==> src/rtl/ospfb_src_sched.sv <==
// Source-side scheduler for an oversampled PFB. It gates a valid/ready
// stream so that DEC_FAC new samples go through per FFT_LEN-slot frame, then
// stalls for the remaining FFT_LEN-DEC_FAC slots. It also tracks the phase
// rotation and counts completed frames.
//
// Handshake: a transfer on either side happens on a clock edge where valid
// and ready are both high. Valid never waits on ready. The datapath is purely
// combinational, so the source and sink handshake in the same cycle.
module ospfb_src_sched #(
  parameter int unsigned WIDTH   = 16,
  parameter int unsigned FFT_LEN = 64,
  parameter int unsigned DEC_FAC = 48,
  parameter int unsigned START   = 47,
  localparam int unsigned SW     = (FFT_LEN > 1) ? $clog2(FFT_LEN) : 1
) (
  input  logic             clk,
  input  logic             rst,
  input  logic             en,
  input  logic [WIDTH-1:0] s_axis_tdata,
  input  logic             s_axis_tvalid,
  output logic             s_axis_tready,
  output logic [WIDTH-1:0] m_axis_tdata,
  output logic             m_axis_tvalid,
  input  logic             m_axis_tready,
  output logic             m_axis_tlast,
  output logic [SW-1:0]    slot,
  output logic [SW-1:0]    shift,
  output logic [31:0]      frame_cnt,
  output logic             busy
);

  if (DEC_FAC < 1 || DEC_FAC > FFT_LEN || START >= FFT_LEN) begin : g_bad_params
    $error("ospfb_src_sched: illegal parameters (need 1<=DEC_FAC<=FFT_LEN, START<FFT_LEN)");
  end

  typedef enum logic [1:0] {IDLE, RUN, PAUSE} state_t;

  localparam logic [SW-1:0] SLOT_LAST = SW'(FFT_LEN - 1);
  localparam logic [SW-1:0] D_LAST    = SW'(DEC_FAC - 1);
  localparam logic [SW-1:0] START_S   = SW'(START);

  state_t        state, state_nx;
  logic [SW-1:0] slot_nx, slot_inc, shift_nx, shift_wrapped;
  logic [SW:0]   shift_sum;
  logic [31:0]   frame_cnt_nx;
  logic          adv;
  logic          run;

  // Slots below DEC_FAC pass samples. Slots at or above it are stall slots.
  function automatic state_t mode_of(input logic [SW-1:0] s);
    return (32'(s) < DEC_FAC) ? RUN : PAUSE;
  endfunction

  assign slot_inc      = slot + SW'(1);
  assign shift_sum     = {1'b0, shift} + (SW+1)'(DEC_FAC);
  assign shift_wrapped = (32'(shift_sum) >= FFT_LEN) ?
                         SW'(shift_sum - (SW+1)'(FFT_LEN)) : shift_sum[SW-1:0];

  // Next state: IDLE waits for en. RUN advances on handshake and PAUSE
  // every cycle. en is looked at again only on the frame wrap.
  always_comb begin
    state_nx     = state;
    slot_nx      = slot;
    shift_nx     = shift;
    frame_cnt_nx = frame_cnt;
    adv          = 1'b0;
    case (state)
      IDLE: begin
        if (en) begin
          slot_nx  = START_S;
          state_nx = mode_of(START_S);
        end
      end
      RUN:     adv = s_axis_tvalid & m_axis_tready;
      PAUSE:   adv = 1'b1;
      default: state_nx = IDLE;
    endcase
    if (adv) begin
      if (slot == SLOT_LAST) begin
        frame_cnt_nx = frame_cnt + 32'd1;
        shift_nx     = shift_wrapped;
        if (en) begin
          slot_nx  = '0;
          state_nx = RUN;
        end else begin
          slot_nx  = START_S;
          state_nx = IDLE;
        end
      end else begin
        slot_nx  = slot_inc;
        state_nx = mode_of(slot_inc);
      end
    end
  end

  // State, slot, phase and frame counter registers. Reset is asynchronous.
  always_ff @(posedge clk or posedge rst) begin
    if (rst) begin
      state     <= IDLE;
      slot      <= START_S;
      shift     <= '0;
      frame_cnt <= '0;
    end else begin
      state     <= state_nx;
      slot      <= slot_nx;
      shift     <= shift_nx;
      frame_cnt <= frame_cnt_nx;
    end
  end

  assign run           = (state == RUN);
  assign m_axis_tdata  = s_axis_tdata;
  assign m_axis_tvalid = s_axis_tvalid & run;
  assign s_axis_tready = m_axis_tready & run;
  assign m_axis_tlast  = run && (slot == D_LAST);
  assign busy          = (state != IDLE);

endmodule

==> config.mk <==
export PLATFORM = sky130hd
export DESIGN_NAME = ospfb_src_sched
export DESIGN_NICKNAME = d
export VERILOG_FILES = /design/src/rtl/ospfb_src_sched.sv
export SDC_FILE = /design/constraint.sdc
export NUM_CORES = 1
export LEC_CHECK = 0
export BUFFER_PORTS_ARGS = -buffer_cell sky130_fd_sc_hd__buf_2
export CAP_MARGIN = 10
export CELL_PAD_IN_SITES_DETAIL_PLACEMENT = 0
export CELL_PAD_IN_SITES_GLOBAL_PLACEMENT = 2
export CORE_MARGIN = 2
export CORE_UTILIZATION = 32
export DETAILED_ROUTE_END_ITERATION = 10
export PLACE_DENSITY = 0.95
export SLEW_MARGIN = 20
export SYNTH_ARGS = -nofsm -noshare
export SYNTH_HDL_FRONTEND = slang
export SYNTH_SLANG_ARGS = --single-unit
==> constraint.sdc <==
create_clock -name clk -period 4.57 [get_ports clk]
set_input_delay 0.2285 -clock clk [delete_from_list [all_inputs] [get_ports clk]]
set_output_delay 0.2285 -clock clk [all_outputs]
set_load 0.01 [all_outputs]
==> results.cfg, run 1 <==
[status]
outcome = complete, no violations

[power_and_ir_drop]
vdd.ir_drop.worst_mv = 0.178
power.total_mw = 1.10
power_per_cell_area_mw_per_mm2 = 415
static-leakage-power_nw = 1.19

[placement]
gp_congestion = 0.800
port-buffer-count = 48
place.detailed.hpwl_mm = 3.48

[critical_path]
cp_data_required_time_ns = 4.76
reg2reg_depth = 7
crit_type = flop to flop
critical_path_peak_fanout = 8
reg2reg_capture_point = frame_cnt[15]
r2r_start = state[0]
timing.critical_path.from_type = flop
timing.critical_path.arrival_ns = 2.51
r2r_slack_ns = 2.24
crit_path_end_kind = flop

[clocking]
clk-insertion-delay-late_ns = 0.29
clockRootBuffer = clkbuf_8
clock_pin_slew_reported_for_the_worst_setup_and_hold_paths_after_clock_tree_synthesis_ns = 0.08
cts_buffers = 5
ctsHoldBuffers = 0
post_cts_resized = 0
tritoncts = built
cts.sink_count = 42
post_cts.repair.setup_buffers = 0
clock_tree.htree_level_count = 2
cts-root-to-sink-buffers = 2

[logic_synthesis]
netlist_top_cells_area = dfrtp_1 39%, xnor2_1 10%, buf_4 7.0%
ys.warnings.count = 0
synthMuxAreaShare_pct = 0
synth_seq_area_share_pct = 45.0
post-synth-top-area-fraction_pct = 39.4
synth_area_in_xor_xnor_pct = 12.3
synth_cell_area_mm2 = 0.00235
syn_area_per_cell_um2 = 9.99
synth_compound_gate_area_share_pct = 8.48
synth_top_family_by_area = simple AND/OR/NAND/NOR gates
synthesized_netlist_cell_count = 235
flip_flop_and_latch_count_after_synthesis = 42
post_synth_fa_ha_maj_area_fraction_pct = 2.67
yosysUniqueCellTypes = 41
synth-simple-area-share_pct = 21.5
library_cell_occupying_the_most_area_in_the_post_synthesis_netlist = dfrtp_1

[final_layout]
fill_cells = 732
final_common_cell = buf_2
n_antenna_cell = 0
finalCoreUtilization_pct = 36.9
synthToLayoutAreaGrowth_pct = 13.0
post_route_cells_drive_above_1_share_pct = 26.0
most_frequent_cells_in_the_layout = 48 x buf_2, 37 x dfrtp_1, 27 x xnor2_1, 23 x nand2_1, 16 x nand3_1
final_net_count = 294

[global_routing]
global_route_wire_length_before_repair_mm = 7.85
first_global_vias = 1548
grt_max_degree = 43
antenna_violations_before_repair = 0
globalRoute.totalOverflow = 0
grt_use_total_pct = 12.7

[timing]
fin_setup_tns_ns = 0
worst_slew_pin_slew_ns = 0.660
rsz0062_at_grt = no
clock.fmax_mhz = 430
finalHoldWorstSlack_ns = 0.0488
final_worst_path_period_need_ns = 2.33
timing.max_slew.rel_slack_pct = 56.0
maxSlewViolCount = 0
clock-skew-final_ns = 0.00436
final_hold_viol_count = 0
finalCritPeriodShare_pct = 50.9
setup_viol = 0

[drt]
route.vias.total = 1742
dr_wl_met2_mm = 2.27
drc = 0
wirelength_met1_mm = 2.16
antenna_nets_post_route = 0
first_iter_violations = 132
met3RoutedLength_um = 217
avgRoutedWirePerCell_um = 12.9
top_layer_used = met4
route.detailed.vias_per_inst = 4.73
detail_route.first_pass.iterations = 4
wirelength_mm = 4.75

[floorplanning]
num_io_pins = 85
start_util_pct = 32.7
dieArea_mm2 = 0.00804
placeableCoreArea_mm2 = 0.00718
row_count = 31
fp.dieW_um = 89.6
fp.dieH_um = 89.6

[min_path]
hold_path_class = input pin to asynchronous set/reset pin

[flow_run]
max-cap-violations = 0
-- kinds of logic (layout without fill, tap and decap cells) --
| group | after synthesis | count (layout) |
|---|---|---|
| xor gates and xnor gates | 33 | 33 |
| DFF | 42 | 42 |
| buffers and inverters | 37 | 68 |
| AOI/OAI and AO/OA | 29 | 29 |
| other | 1 | 4 |
| and+or+nand+nor | 88 | 88 |
| adders and majority gates | 5 | 5 |
-- report_power, final --
part	internal, mW	switching, mW	total (mW)
Combinational	0.133	0.204	0.336
Clock	0.163	0.133	0.296
Sequential	0.415	0.0525	0.467
-- synthesized netlist by cell type, drive strengths merged --
| cell | count |
|---|---|
| or3 | 1 |
| and2 | 5 |
| a211oi | 2 |
| inv | 11 |
| nor3 | 4 |
| and3 | 5 |
| nand2b | 1 |
| ha | 5 |
| o31ai | 1 |
| or4 | 1 |
| nand2 | 23 |
| a22oi | 1 |
| clkbuf | 2 |
| and4 | 2 |
| a211o | 2 |
| nor4 | 3 |
| a2111oi | 1 |
| nor3b | 1 |
| buf | 24 |
| nand4 | 14 |
| xnor2 | 27 |
| a31oi | 1 |
| a21o | 1 |
| a21oi | 8 |
| nand3 | 16 |
| and2b | 1 |
| dfstp | 5 |
| xor2 | 6 |
| a32oi | 1 |
| conb | 1 |
| o21ai | 10 |
| nor4b | 1 |
| dfrtp | 37 |
| o32a | 1 |
| nor2 | 10 |
-- layer usage --
metal | up-vias | global-route usage, %
met1 | 833 | 17.4
li1 | 853 | -
met4 | 0 | 5.70
met3 | 7 | 2.83
met5 | - | 0
met2 | 49 | 19.0
-- state kept, by name, indices dropped and copies added, names as in the netlist --
| name | cells |
|---|---|
| frame_cnt | 32 |
| shift | 2 |
| state | 2 |
| slot | 6 |
-- area by class of cell --
type	instances	area, um2	area share [%]
Sequential cell	42	1060	39.9
Tap cell	99	124	4.67
Inverter	11	41.3	1.56
Timing Repair Buffer	49	248	9.34
Multi-Input combinational cell	159	1070	40.4
Clock inverter	2	37.5	1.42
Clock buffer	6	72.6	2.74
-- how the worst max path moves through the flow --
stage,depth (start not counted),slack [ns],start,endpoint
after floorplan,7,2.46,slot[0],frame_cnt[29]
after global placement,7,2.32,state[0],frame_cnt[29]
after detailed placement,7,2.23,state[0],frame_cnt[15]
after CTS,7,2.21,state[0],frame_cnt[15]
after global routing,7,2.00,state[0],frame_cnt[15]
final,7,2.24,state[0],frame_cnt[15]
-- through the flow --
stage / setup slack [ns] / instances / instance area, um2
6_report: 2.24 / 368 / 2650
3_5_place_dp: 2.23 / 360 / 2540
5_1_grt: 2.00 / 368 / 2650
2_1_floorplan: 2.46 / 238 / 2360
4_1_cts: 2.21 / 368 / 2650
3_3_place_gp: 2.32 / 360 / 2540
-- critical path, cell delays in order, from the launching register on --
cell	delay, ns
dfrtp_1	0.40
inv_1	0.08
ha_1	0.37
nand2_1	0.17
a211o_1	0.47
nor3_4	0.40
nand4_1	0.17
xnor2_1	0.16
Power figures use the tool's default switching activity.
==> run 2, diff against run 1 <==
--- a/config.mk
+++ b/config.mk
@@ -10,9 +10,9 @@
 export CELL_PAD_IN_SITES_DETAIL_PLACEMENT = 0
 export CELL_PAD_IN_SITES_GLOBAL_PLACEMENT = 2
 export CORE_MARGIN = 2
-export CORE_UTILIZATION = 32
+export CORE_UTILIZATION = 29
 export DETAILED_ROUTE_END_ITERATION = 10
-export PLACE_DENSITY = 0.95
+export PLACE_DENSITY = 0.89
 export SLEW_MARGIN = 20
 export SYNTH_ARGS = -nofsm -noshare
 export SYNTH_HDL_FRONTEND = slang
==> constraint.sdc (replaced) <==
create_clock -name clk -period 2.2 [get_ports clk]
set_input_delay 0.11 -clock clk [delete_from_list [all_inputs] [get_ports clk]]
set_output_delay 0.11 -clock clk [all_outputs]
set_load 0.01 [all_outputs]
==> run 2 against run 1 <==
Global-route usage shrank 0.60 points. Sequential share of layout area shrank 1.7 points. Wire length grew 7.6%. Count of clock-buffer cells in the layout is the same. Maximum frequency grew 12%. Total power grew 120%.
==> results.cfg, run 2 (synthesis results as in run 1) <==
[clocking]
tritoncts = built
cts_buffers = 5
post_cts.repair.setup_buffers = 0
cts-root-to-sink-buffers = 2
clk-insertion-delay-late_ns = 0.29
clock_tree.htree_level_count = 2
clock_pin_slew_reported_for_the_worst_setup_and_hold_paths_after_clock_tree_synthesis_ns = 0.08
cts.sink_count = 42
clockRootBuffer = clkbuf_8

[global_routing]
globalRoute.totalOverflow = 0
global_route_wire_length_before_repair_mm = 8.36
grt_max_degree = 43
grt_use_total_pct = 12.1
first_global_vias = 1665
antenna_violations_before_repair = 0

[final_layout]
final_common_cell = buf_2
final_net_count = 304
finalCoreUtilization_pct = 35.7
design_area_mm2 = 0.00277
reg.largest.list = frame_cnt (32), slot (6)
most_frequent_cells_in_the_layout = 48 x buf_2, 37 x dfrtp_1, 27 x xnor2_1, 23 x nand2_1, 16 x nand3_1
post_route_cells_drive_above_1_share_pct = 29.7
layoutNonFillerInstCount = 381
synthToLayoutAreaGrowth_pct = 18.1
largest_register_ffs = 32
regMostFlops = frame_cnt
n_antenna_cell = 0
fill_cells = 813

[power_and_ir_drop]
comb_power_share_pct = 34.7
static-leakage-power_nw = 1.24
internal-power_mw = 1.55
power.total_mw = 2.39
vdd.ir_drop.worst_mv = 0.326
power_per_cell_area_mw_per_mm2 = 863
power_switching_share_pct = 35.2
pwr-share-seq_pct = 39.6
switch_pwr_mw = 0.842
share_clk_of_total_power_pct = 25.7

[min_path]
hold_path_class = input pin to flop
min_delay_path_depth = 3

[drt]
route.vias.total = 1775
first_iter_violations = 96
route.detailed.vias_per_inst = 4.66
wirelength_mm = 5.11
drc = 0
detail_route.first_pass.iterations = 4
antenna_nets_post_route = 0
avgRoutedWirePerCell_um = 13.4

[timing]
timing.max_slew.rel_slack_pct = 63.6
fin_setup_tns_ns = 0
finalCritPeriodShare_pct = 94.1
final_worst_path_period_need_ns = 2.07
clock.fmax_mhz = 483
fin_ws_ns = 0.130
rsz0062_at_grt = no
maxSlewViolCount = 0
final_hold_viol_count = 0
finalHoldWorstSlack_ns = 0.186
setup_viol = 0
worst_slew_pin_slew_ns = 0.546
clock-skew-final_ns = 0.00798

[placement]
dpl_worst_slack_ns = 0.0523
place.detailed.hpwl_mm = 3.74
place_area_mm2 = 0.00263
placed_cells_incl_taps = 372
port-buffer-count = 48
gp_congestion = 0.846

[floorplanning]
start_util_pct = 30.2
fp.dieW_um = 94.0
num_io_pins = 85
placeableCoreArea_mm2 = 0.00777
fp.dieH_um = 94.0
dieArea_mm2 = 0.00883
row_count = 32

[flow_run]
max-cap-violations = 0

[status]
outcome = complete, no violations

[critical_path]
crit_type = flop to flop
timing.critical_path.arrival_ns = 2.29
crit_path_end_kind = flop
reg2reg_depth = 8
critical_path_peak_fanout = 8
cp_data_required_time_ns = 2.42
timing.critical_path.from_type = flop
==> run 2: critical path, stage by stage (launching register included) <==
cell       delay (ns)
dfstp_2          0.58
ha_1             0.20
nand4_2          0.12
buf_4            0.15
a2111oi_4        0.36
buf_12           0.17
nand2b_4         0.08
nor3_1           0.19
xnor2_1          0.14
==> run 2: final timing paths <==
path | from | endpoint | slack, ns
max in group asynchronous | rst | slot[2] | 1.32
min in group asynchronous | rst | frame_cnt[16] | 0.49
worst max-delay path | slot[0] | frame_cnt[26] | 0.13
worst min-delay path | en | slot[2] | 0.19
worst max register to register | slot[0] | frame_cnt[26] | 0.13
worst min register to register | shift[5] | shift[5] | 0.47
==> run 2: what timing repair did <==
action | 4_1_cts | 5_1_grt
hold buffers | 1 | 0
resized for setup | 0 | 4
endpoints found under the hold margin | 37 | 0
endpoints found under the setup margin | 0 | 16
==> run 2: power groups by stage <==
stage | sequential, mW | clock (mW) | combinational (mW)
3_5_place_dp | 0.962 | 0 | 0.784
3_3_place_gp | 0.958 | 0 | 0.777
2_1_floorplan | 0.963 | 0 | 0.565
6_report | 0.948 | 0.614 | 0.830
5_1_grt | 0.960 | 0.675 | 0.932
4_1_cts | 0.947 | 0.635 | 0.788
==> run 2: cell type report <==
type / instances / area, um2 / area share, %
sequential: 42 / 1060 / 38.1
timing repair buffer: 59 / 338 / 12.2
clock inverter: 2 / 37.5 / 1.35
inverter: 11 / 41.3 / 1.49
tap: 102 / 128 / 4.60
multi-input combinational: 159 / 1100 / 39.6
clock buffer: 6 / 72.6 / 2.62
==> run 2: routing by layer <==
layer  track usage (%)  up-vias  wire [um]
li1                  -      871          -
met1              16.2      841       2370
met2              18.2       55       2320
met3              3.37        8        309
met4              5.19        0        114
met5                 0        -          0
==> run 3, diff against run 2 <==
--- a/config.mk
+++ b/config.mk
@@ -10,10 +10,11 @@
 export CELL_PAD_IN_SITES_DETAIL_PLACEMENT = 0
 export CELL_PAD_IN_SITES_GLOBAL_PLACEMENT = 2
 export CORE_MARGIN = 2
-export CORE_UTILIZATION = 29
+export CORE_UTILIZATION = 32
 export DETAILED_ROUTE_END_ITERATION = 10
-export PLACE_DENSITY = 0.89
+export PLACE_DENSITY = 0.95
 export SLEW_MARGIN = 20
 export SYNTH_ARGS = -nofsm -noshare
 export SYNTH_HDL_FRONTEND = slang
 export SYNTH_SLANG_ARGS = --single-unit
+export TNS_END_PERCENT = 5
==> constraint.sdc (replaced) <==
create_clock -name clk -period 2.45 [get_ports clk]
set_input_delay 0.1225 -clock clk [delete_from_list [all_inputs] [get_ports clk]]
set_output_delay 0.1225 -clock clk [all_outputs]
set_load 0.01 [all_outputs]
==> run 3 against run 2 <==
Cell count is 2.4% lower. Non-clock buffer count is 6 lower. Critical path depth is 2 lower. Sequential power is 10% lower. Core utilization is 1.5 points higher. Sequential share of layout area is 1.4 points higher. Combinational power is 21% lower. Largest cell class unchanged. Largest power group unchanged. Highest routed layer unchanged.
==> results.cfg, run 3 (synthesis results as in run 1) <==
[final_layout]
most_frequent_cells_in_the_layout = 48 x buf_2, 37 x dfrtp_1, 27 x xnor2_1, 23 x nand2_1, 16 x nand3_1
regMostFlops = frame_cnt
final_common_cell = buf_2
reg.largest.list = frame_cnt (32), slot (6)
post_route_cells_drive_above_1_share_pct = 27.5
n_antenna_cell = 0
largest_register_ffs = 32
final_net_count = 298
finalCoreUtilization_pct = 37.2
design_area_mm2 = 0.00267
layoutNonFillerInstCount = 372
synthToLayoutAreaGrowth_pct = 13.8

[drt]
met3RoutedLength_um = 268
detail_route.first_pass.iterations = 4
wirelength_met1_mm = 2.16
avgRoutedWirePerCell_um = 12.7
first_iter_violations = 136
top_layer_used = met4
antenna_nets_post_route = 0
drc = 0
route.detailed.vias_per_inst = 4.70
route.vias.total = 1750
wirelength_mm = 4.74
dr_wl_met2_mm = 2.20

[global_routing]
antenna_violations_before_repair = 0
grt_use_total_pct = 12.3
globalRoute.totalOverflow = 0
global_route_wire_length_before_repair_mm = 7.60
first_global_vias = 1570
grt_max_degree = 43

[clocking]
cts.sink_count = 42
clock_tree.htree_level_count = 2
cts-root-to-sink-buffers = 2
cts_buffers = 5
clockRootBuffer = clkbuf_8
tritoncts = built
clk-insertion-delay-late_ns = 0.30
clock_pin_slew_reported_for_the_worst_setup_and_hold_paths_after_clock_tree_synthesis_ns = 0.08
post_cts.repair.setup_buffers = 0

[flow_run]
max-cap-violations = 0

[floorplanning]
placeableCoreArea_mm2 = 0.00718
start_util_pct = 32.7
row_count = 31
dieArea_mm2 = 0.00804
fp.dieW_um = 89.6
num_io_pins = 85
fp.dieH_um = 89.6

[timing]
finalCritPeriodShare_pct = 90.8
final_worst_path_period_need_ns = 2.22
final_hold_viol_count = 0
fin_setup_tns_ns = 0
rsz0062_at_grt = no
fin_ws_ns = 0.226
clock.fmax_mhz = 450
clock-skew-final_ns = 0.00809
maxSlewViolCount = 0
setup_viol = 0
worst_slew_pin_slew_ns = 0.534
timing.max_slew.rel_slack_pct = 64.4
finalHoldWorstSlack_ns = 0.163

[placement]
place_area_mm2 = 0.00256
dpl_worst_slack_ns = 0.222
port-buffer-count = 48
place.detailed.hpwl_mm = 3.48
placed_cells_incl_taps = 363
gp_congestion = 0.869

[critical_path]
cp.buffers_inverters = 0
crit_type = flop to flop
critical_path_peak_fanout = 8
timing.critical_path.from_type = flop
cp_cell_sequence = ha_1, nand4_2, a211o_1, nor3_4, nand4_1, xnor2_1
cp_data_required_time_ns = 2.64
crit_path_top_delay_cell = dfstp_2
max_stage_delay_ns = 0.58
crit_path_end_kind = flop
critical-path-top-delay-family = simple AND/OR/NAND/NOR gates
timing.critical_path.arrival_ns = 2.41

[power_and_ir_drop]
power_per_cell_area_mw_per_mm2 = 734
power.total_mw = 1.96
static-leakage-power_nw = 1.20
vdd.ir_drop.worst_mv = 0.242

[status]
outcome = complete, no violations

[min_path]
hold_path_class = input pin to flop
-- run 3: routing by layer --
| layer | track usage (%) | vias to the layer above |
|---|---|---|
| li1 | - | 856 |
| met1 | 15.7 | 841 |
| met2 | 19.1 | 44 |
| met3 | 3.47 | 9 |
| met4 | 6.11 | 0 |
| met5 | 0 | - |
-- run 3: worst reg2reg max path: cells and delay by family (launching register included) --
family	cells	cell delay, ns
xor gates and xnor gates	1	0.16
adders and majority gates	1	0.26
and+or+nand+nor	3	0.74
AOI/OAI and AO/OA	1	0.38
DFF	1	0.58
-- run 3: report_power, final --
group | leakage (nW) | switching, mW | total (mW) | internal (mW)
logic | 0.637 | 0.399 | 0.658 | 0.259
clock network | 0.0441 | 0.249 | 0.449 | 0.200
registers | 0.522 | 0.0792 | 0.853 | 0.773
total | 1.20 | 0.727 | 1.96 | 1.23
-- run 3: area by class of cell --
cell class	count	area (um2)
clock buffers	5	68.8
clock inverters	3	21.3
fillers	725	4510
inverters	11	41.3
multi-input cells	159	1080
flip-flops and latches	42	1060
well taps	99	124
repair buffers	53	280
-- run 3: path summary, 6_finish.rpt --
check                          from            end  slack, ns  depth (start not counted)
min reg2reg                shift[5]       shift[5]       0.47                          1
min in group asynchronous       rst        slot[4]       0.50                          4
max                         slot[0]  frame_cnt[15]       0.23                          6
max reg2reg                 slot[0]  frame_cnt[15]       0.23                          6
max in group asynchronous       rst        slot[3]       1.58                          4
min                              en        slot[2]       0.16                          3
-- run 3: repair_timing --
action	CTS	global route
hold buffers	1	0
setup endpoints to repair	0	1
gates resized for setup	0	1
hold endpoints to repair	37	0
